[src/rtl/xs3_pkg.sv]
// Shared excess-3 constants, digit validity check and the serial subtractor state encoding.
package xs3_pkg;

    localparam logic [3:0] XS3_ZERO = 4'b0011;
    localparam logic [3:0] XS3_MIN  = 4'd3;
    localparam logic [3:0] XS3_MAX  = 4'd12;

    typedef enum logic [1:0] {
        ST_IDLE   = 2'd0,
        ST_SUB    = 2'd1,
        ST_RECOMP = 2'd2,
        ST_DONE   = 2'd3
    } xs3_sub_state_e;

    function automatic logic xs3_valid(input logic [3:0] digit);
        return (digit >= XS3_MIN) && (digit <= XS3_MAX);
    endfunction

endpackage

[src/rtl/xs3_digit_sub.sv]
// One XS-3 digit of x - y - bin: binary subtract, then +3 without borrow or -3 with borrow.
module xs3_digit_sub (
    input  logic [3:0] x,
    input  logic [3:0] y,
    input  logic       bin,
    output logic [3:0] z,
    output logic       bout
);

    logic [4:0] raw_c;

    always_comb begin
        raw_c = {1'b0, x} - {1'b0, y} - {4'b0000, bin};
        bout  = raw_c[4];
        z     = raw_c[4] ? (raw_c[3:0] - 4'd3) : (raw_c[3:0] + 4'd3);
    end

endmodule

[src/rtl/xs3_serial_subtractor.sv]
// Digit-serial XS-3 subtractor: one digit per clock, LSB first, with an optional
// second pass that turns a negative raw difference into sign-magnitude form.
module xs3_serial_subtractor
    import xs3_pkg::*;
#(
    parameter int unsigned NDIG = 4
) (
    input  logic                clk,
    input  logic                rst,
    input  logic                start,
    input  logic [4*NDIG-1:0]   a,
    input  logic [4*NDIG-1:0]   b,
    output logic                busy,
    output logic                done,
    output logic [4*NDIG-1:0]   diff,
    output logic                neg,
    output logic                err
);

    localparam int unsigned W    = 4 * NDIG;
    localparam int unsigned IDXW = (NDIG > 1) ? $clog2(NDIG) : 1;

    xs3_sub_state_e  state_q;
    logic [W-1:0]    a_q;
    logic [W-1:0]    b_q;
    logic [W-1:0]    diff_q;
    logic [IDXW-1:0] idx_q;
    logic            bor_q;
    logic            busy_q;
    logic            done_q;
    logic            neg_q;
    logic            err_q;

    logic [3:0] a_dig_c;
    logic [3:0] b_dig_c;
    logic [3:0] x_c;
    logic [3:0] y_c;
    logic [3:0] z_c;
    logic       bout_c;
    logic       dig_err_c;
    logic       err_acc_c;
    logic       last_c;

    // Operand mux: SUB uses the captured operands, RECOMP computes 0011 - diff.
    always_comb begin
        a_dig_c   = a_q[4*int'(idx_q) +: 4];
        b_dig_c   = b_q[4*int'(idx_q) +: 4];
        x_c       = a_dig_c;
        y_c       = b_dig_c;
        if (state_q == ST_RECOMP) begin
            x_c = XS3_ZERO;
            y_c = diff_q[4*int'(idx_q) +: 4];
        end
        dig_err_c = !xs3_valid(a_dig_c) || !xs3_valid(b_dig_c);
        err_acc_c = err_q | dig_err_c;
        last_c    = (idx_q == IDXW'(NDIG - 1));
    end

    xs3_digit_sub u_digit_sub (
        .x    (x_c),
        .y    (y_c),
        .bin  (bor_q),
        .z    (z_c),
        .bout (bout_c)
    );

    always_ff @(posedge clk) begin
        if (rst) begin
            state_q <= ST_IDLE;
            a_q     <= '0;
            b_q     <= '0;
            diff_q  <= '0;
            idx_q   <= '0;
            bor_q   <= 1'b0;
            busy_q  <= 1'b0;
            done_q  <= 1'b0;
            neg_q   <= 1'b0;
            err_q   <= 1'b0;
        end else begin
            done_q <= 1'b0;
            case (state_q)
                ST_IDLE: begin
                    if (start) begin
                        a_q     <= a;
                        b_q     <= b;
                        diff_q  <= '0;
                        neg_q   <= 1'b0;
                        err_q   <= 1'b0;
                        idx_q   <= '0;
                        bor_q   <= 1'b0;
                        busy_q  <= 1'b1;
                        state_q <= ST_SUB;
                    end
                end
                ST_SUB: begin
                    diff_q[4*int'(idx_q) +: 4] <= z_c;
                    bor_q <= bout_c;
                    err_q <= err_acc_c;
                    if (last_c) begin
                        // A final borrow on clean inputs means A<B: re-complement the result.
                        if (bout_c && !err_acc_c) begin
                            idx_q   <= '0;
                            bor_q   <= 1'b0;
                            state_q <= ST_RECOMP;
                        end else begin
                            busy_q  <= 1'b0;
                            state_q <= ST_DONE;
                        end
                    end else begin
                        idx_q <= idx_q + IDXW'(1);
                    end
                end
                ST_RECOMP: begin
                    diff_q[4*int'(idx_q) +: 4] <= z_c;
                    neg_q <= 1'b1;
                    if (last_c) begin
                        bor_q   <= 1'b0;
                        busy_q  <= 1'b0;
                        state_q <= ST_DONE;
                    end else begin
                        bor_q <= bout_c;
                        idx_q <= idx_q + IDXW'(1);
                    end
                end
                ST_DONE: begin
                    done_q  <= 1'b1;
                    state_q <= ST_IDLE;
                end
                default: state_q <= ST_IDLE;
            endcase
        end
    end

    assign busy = busy_q;
    assign done = done_q;
    assign diff = diff_q;
    assign neg  = neg_q;
    assign err  = err_q;

endmodule

[config.mk]
export PLATFORM = sky130hd
export DESIGN_NAME = xs3_serial_subtractor
export DESIGN_NICKNAME = d
export VERILOG_FILES = /design/src/rtl/xs3_pkg.sv /design/src/rtl/xs3_digit_sub.sv /design/src/rtl/xs3_serial_subtractor.sv
export SDC_FILE = /design/constraint.sdc
export NUM_CORES = 1
export LEC_CHECK = 0
export BUFFER_PORTS_ARGS = -buffer_cell sky130_fd_sc_hd__clkbuf_2
export CORE_AREA = 5 5 77 86
export DETAILED_ROUTE_END_ITERATION = 8
export DIE_AREA = 0 0 82 91
export GPL_ROUTABILITY_DRIVEN = 0
export PLACE_DENSITY = 0.86
export SETUP_SLACK_MARGIN = 0.02
export SKIP_LAST_GASP = 1
export SYNTH_ARGS = -nofsm -noshare
export SYNTH_HDL_FRONTEND = slang
export SYNTH_SLANG_ARGS = --single-unit
[constraint.sdc]
create_clock -name clk -period 6.3 [get_ports clk]
set_input_delay 1.26 -clock clk [delete_from_list [all_inputs] [get_ports clk]]
set_output_delay 1.26 -clock clk [all_outputs]
set_load 0.01 [all_outputs]
==> results.txt <==
syn_nets: 383
Yosys Warn Count: 0
Reg2Reg Depth: 15
Clock power frac: 22.7%
total power draw: 1.820 mW
Post-CTS Setup Inserts: 0
CTS tree: built
Vias: 2,625
layout cell share with drive strength beyond 1: 23.26%
Routed WL: 7.057 mm
IO Port Bufs: 54
clk slew on worst S/H paths: 0.06 ns
R2R Setup Slk: 1.71 ns
antenna diode count: 0
Sw Pwr: 0.7338 mW
largest net degree at the start of global routing: 56
CP Launch Type: flip-flop
wire length per cell: 15.21 um
final core utilization: 61.47%
placed cell area: 0.003237 sq mm
Internal Power: 1.086 mW
Hold Path Sink: b_q[3]
Hold Path Origin: b_q[3]
Gate power share: 52.4%
Async S/R FF share, synth: 0%
Max FO, Critical Path: 16
FF-to-FF End: diff[3]
Area growth, synth to finish: 19.15%
level count of the clock H-tree: 3
R2R Path Start: idx_q[0]
Critical Path AT: 4.87 ns
clock sinks: 57
Worst setup EP type: flip-flop
max-cap viol count: 0
pre-CTS setup slack: 1.776 ns
switch share: 40.31%
CTS Hold Buffers Added: 0
Die Ht: 91 um
Tcrit/Tclk final: 72.91%
initial antenna violation count: 0
status: complete, no violations
Reg power frac: 24.9%
CTS Buf Count: 9
Worst Max-Slew Pin Slew: 0.9850 ns
GRT overflow: 0
WHS: 0.4519 ns
PD cells: 523.1 mW/mm^2
later-pin clock latency in the skew report: 0.33 ns
Iteration-0 DRC Markers: 255
Largest stage delay, worst path: 0.56 ns
final hold violations: 0
Final ANT Viol Nets: 0
# nets final: 434
fillers: 468
prevailing post-synth register cell: dfxtp_1
maximum VDD drop: 302.1 uV
cell type of the slowest stage on the worst timing path: mux4_2
Mapped Cells: 331
CTS Root Cell: clkbuf_8
min cycle time layout: 4.593 ns
CP most frequent cell: xnor2_1
Syn Area/Cell: 8.823 sq um
Yosys reg bits: 57
Tightest Hold Check Type: flip-flop to flip-flop
Final Skew: 0.003999 ns
all-layer global routing usage: 20.65%
Die Wd: 82 um
CP Cell Sequence: buf_4 -> mux4_2 -> or2_2 -> fa_1 -> fa_1 -> nand2b_1 -> a21oi_1 -> xnor2_1 -> ha_1 -> a21o_1 -> a21oi_1 -> xnor2_1 -> xnor2_1 -> xnor2_1 -> a32o_1
Setup CP Type: flip-flop to flip-flop
drt drc: 0
fmax: 0.2177 GHz
Cell Count, Final, Fillers Out: 464
Leak: 1.473 nW
Starting Density: 51.59%
worst endpoint required time: 6.57 ns
Post-Syn Area: 0.002920 sq mm
Pre-Repair DR Iteration Count: 7
final worst setup slack: 1.707 ns
num ports: 55
Setup violations, final: 0
vias in the first global route: 2,634
distinct cell type count after synthesis: 44
Post-synth EDFFs: 0
placed wire-length estimate: 5.212 mm
Resize count post-CTS: 0
hold depth: 2
Site Rows: 29
Die ar.: 0.007462 sq mm
CTS Buffer Depth: 2
RSZ-0062 raised after global routing: no
Avg Vias per Cell: 5.657
core area: 0.005660 sq mm
Rel. slew slack: 34.18%
max-slew violations: 0
part of the Yosys area used for sequential elements: 39.07%
total instance count after detailed placement: 448
post-route setup TNS: 0 ns
global-route wire length before repair: 11.96 mm
fin area: 0.003480 sq mm
==> layer usage <==
layer  vias up  GRT usage (%)  wire length [um]
li1       1261              -                 -
met1      1227          24.48              2687
met2       110          33.69              3684
met3        27          4.455               457
met4         0          12.05               228
met5         -              0                 0
==> power groups by stage <==
stage | Sequential (mW) | Clock (mW) | Combinational (mW)
final | 0.453 | 0.414 | 0.954
after global routing | 0.459 | 0.436 | 1.05
after CTS | 0.452 | 0.419 | 0.941
after detailed placement | 0.460 | 0 | 0.931
after global placement | 0.456 | 0 | 0.895
after floorplan | 0.455 | 0 | 0.739
==> Yosys cell counts (2+ instances only) <==
cell,instances,area [sq um]
nand2_1,72,270.3
dfxtp_1,57,1141
a21oi_1,42,210.2
nor2_1,23,86.33
inv_1,16,60.06
clkbuf_1,14,52.55
ha_1,14,175.2
mux4_2,11,247.7
o21ai_0,11,55.05
a2bb2oi_1,8,70.07
nand2b_1,5,31.28
xnor2_1,5,43.79
a32o_1,4,40.04
nand3_1,4,20.02
a22oi_1,3,22.52
and2_1,3,18.77
fa_1,3,60.06
mux2i_1,3,30.03
nor3_1,3,15.01
a211oi_1,2,15.01
mux2_2,2,22.52
nand3b_1,2,15.01
or2_2,2,12.51
or4_1,2,15.01
==> layout make-up <==
cell class	count	area, sq um	area share [%]
multi-input cells	240	1643	47.21
flip-flops and latches	57	1141	32.79
repair buffers	57	292.8	8.414
clock buffers	10	137.6	3.955
clock inverters	6	105.1	3.020
well taps	77	96.34	2.769
inverters	17	63.81	1.834
==> cell families after synthesis <==
family	count (synthesis)	synth area share, %
multiplexers	17	11.18
AO/OA/AOI/OAI	79	17.40
flip-flops	57	39.07
XOR/XNOR	6	1.799
AND/OR/NAND/NOR	121	17.82
adder cells (fa/ha/maj)	17	8.055
buffers and inverters	34	4.670
==> sequential cells by signal, indices dropped and copies added, names as in the netlist <==
signal   cells
done         1
b_q         16
a_q         16
idx_q        2
busy         1
state_q      2
err          1
neg          1
diff        16
bor_q        1
==> worst max-delay path: cells and delay by family (launching register included) <==
family	cells	cell delay (ns)
mux	1	0.56
xor+xnor	4	0.98
buf+inv	1	0.28
simple gates	2	0.47
flops	1	0.31
compound gates	4	0.73
fa+ha+maj	3	1.21
==> cell usage in the layout (no fill, tap or decap), drive strengths merged, types with 4 or more instances in the layout <==
cell type and instances:
a32o 4, clkinv 4, nand2b 5, xnor2 5, a2bb2oi 8, nand3 4
nor2 23, a21oi 42, ha 14, o21ai 11, inv 16, dfxtp 57
mux4 12, clkbuf 64, nand2 72
==> worst max path at each step <==
stage | start | end | slack, ns
3_5_place_dp | idx_q[0] | diff[7] | 1.78
6_report | idx_q[0] | diff[3] | 1.71
4_1_cts | idx_q[0] | diff[3] | 1.72
2_1_floorplan | idx_q[0] | diff[11] | 1.87
5_1_grt | idx_q[0] | diff[3] | 1.40
3_3_place_gp | idx_q[0] | diff[7] | 1.92
Note: power is estimated with default switching activity, not from simulation.
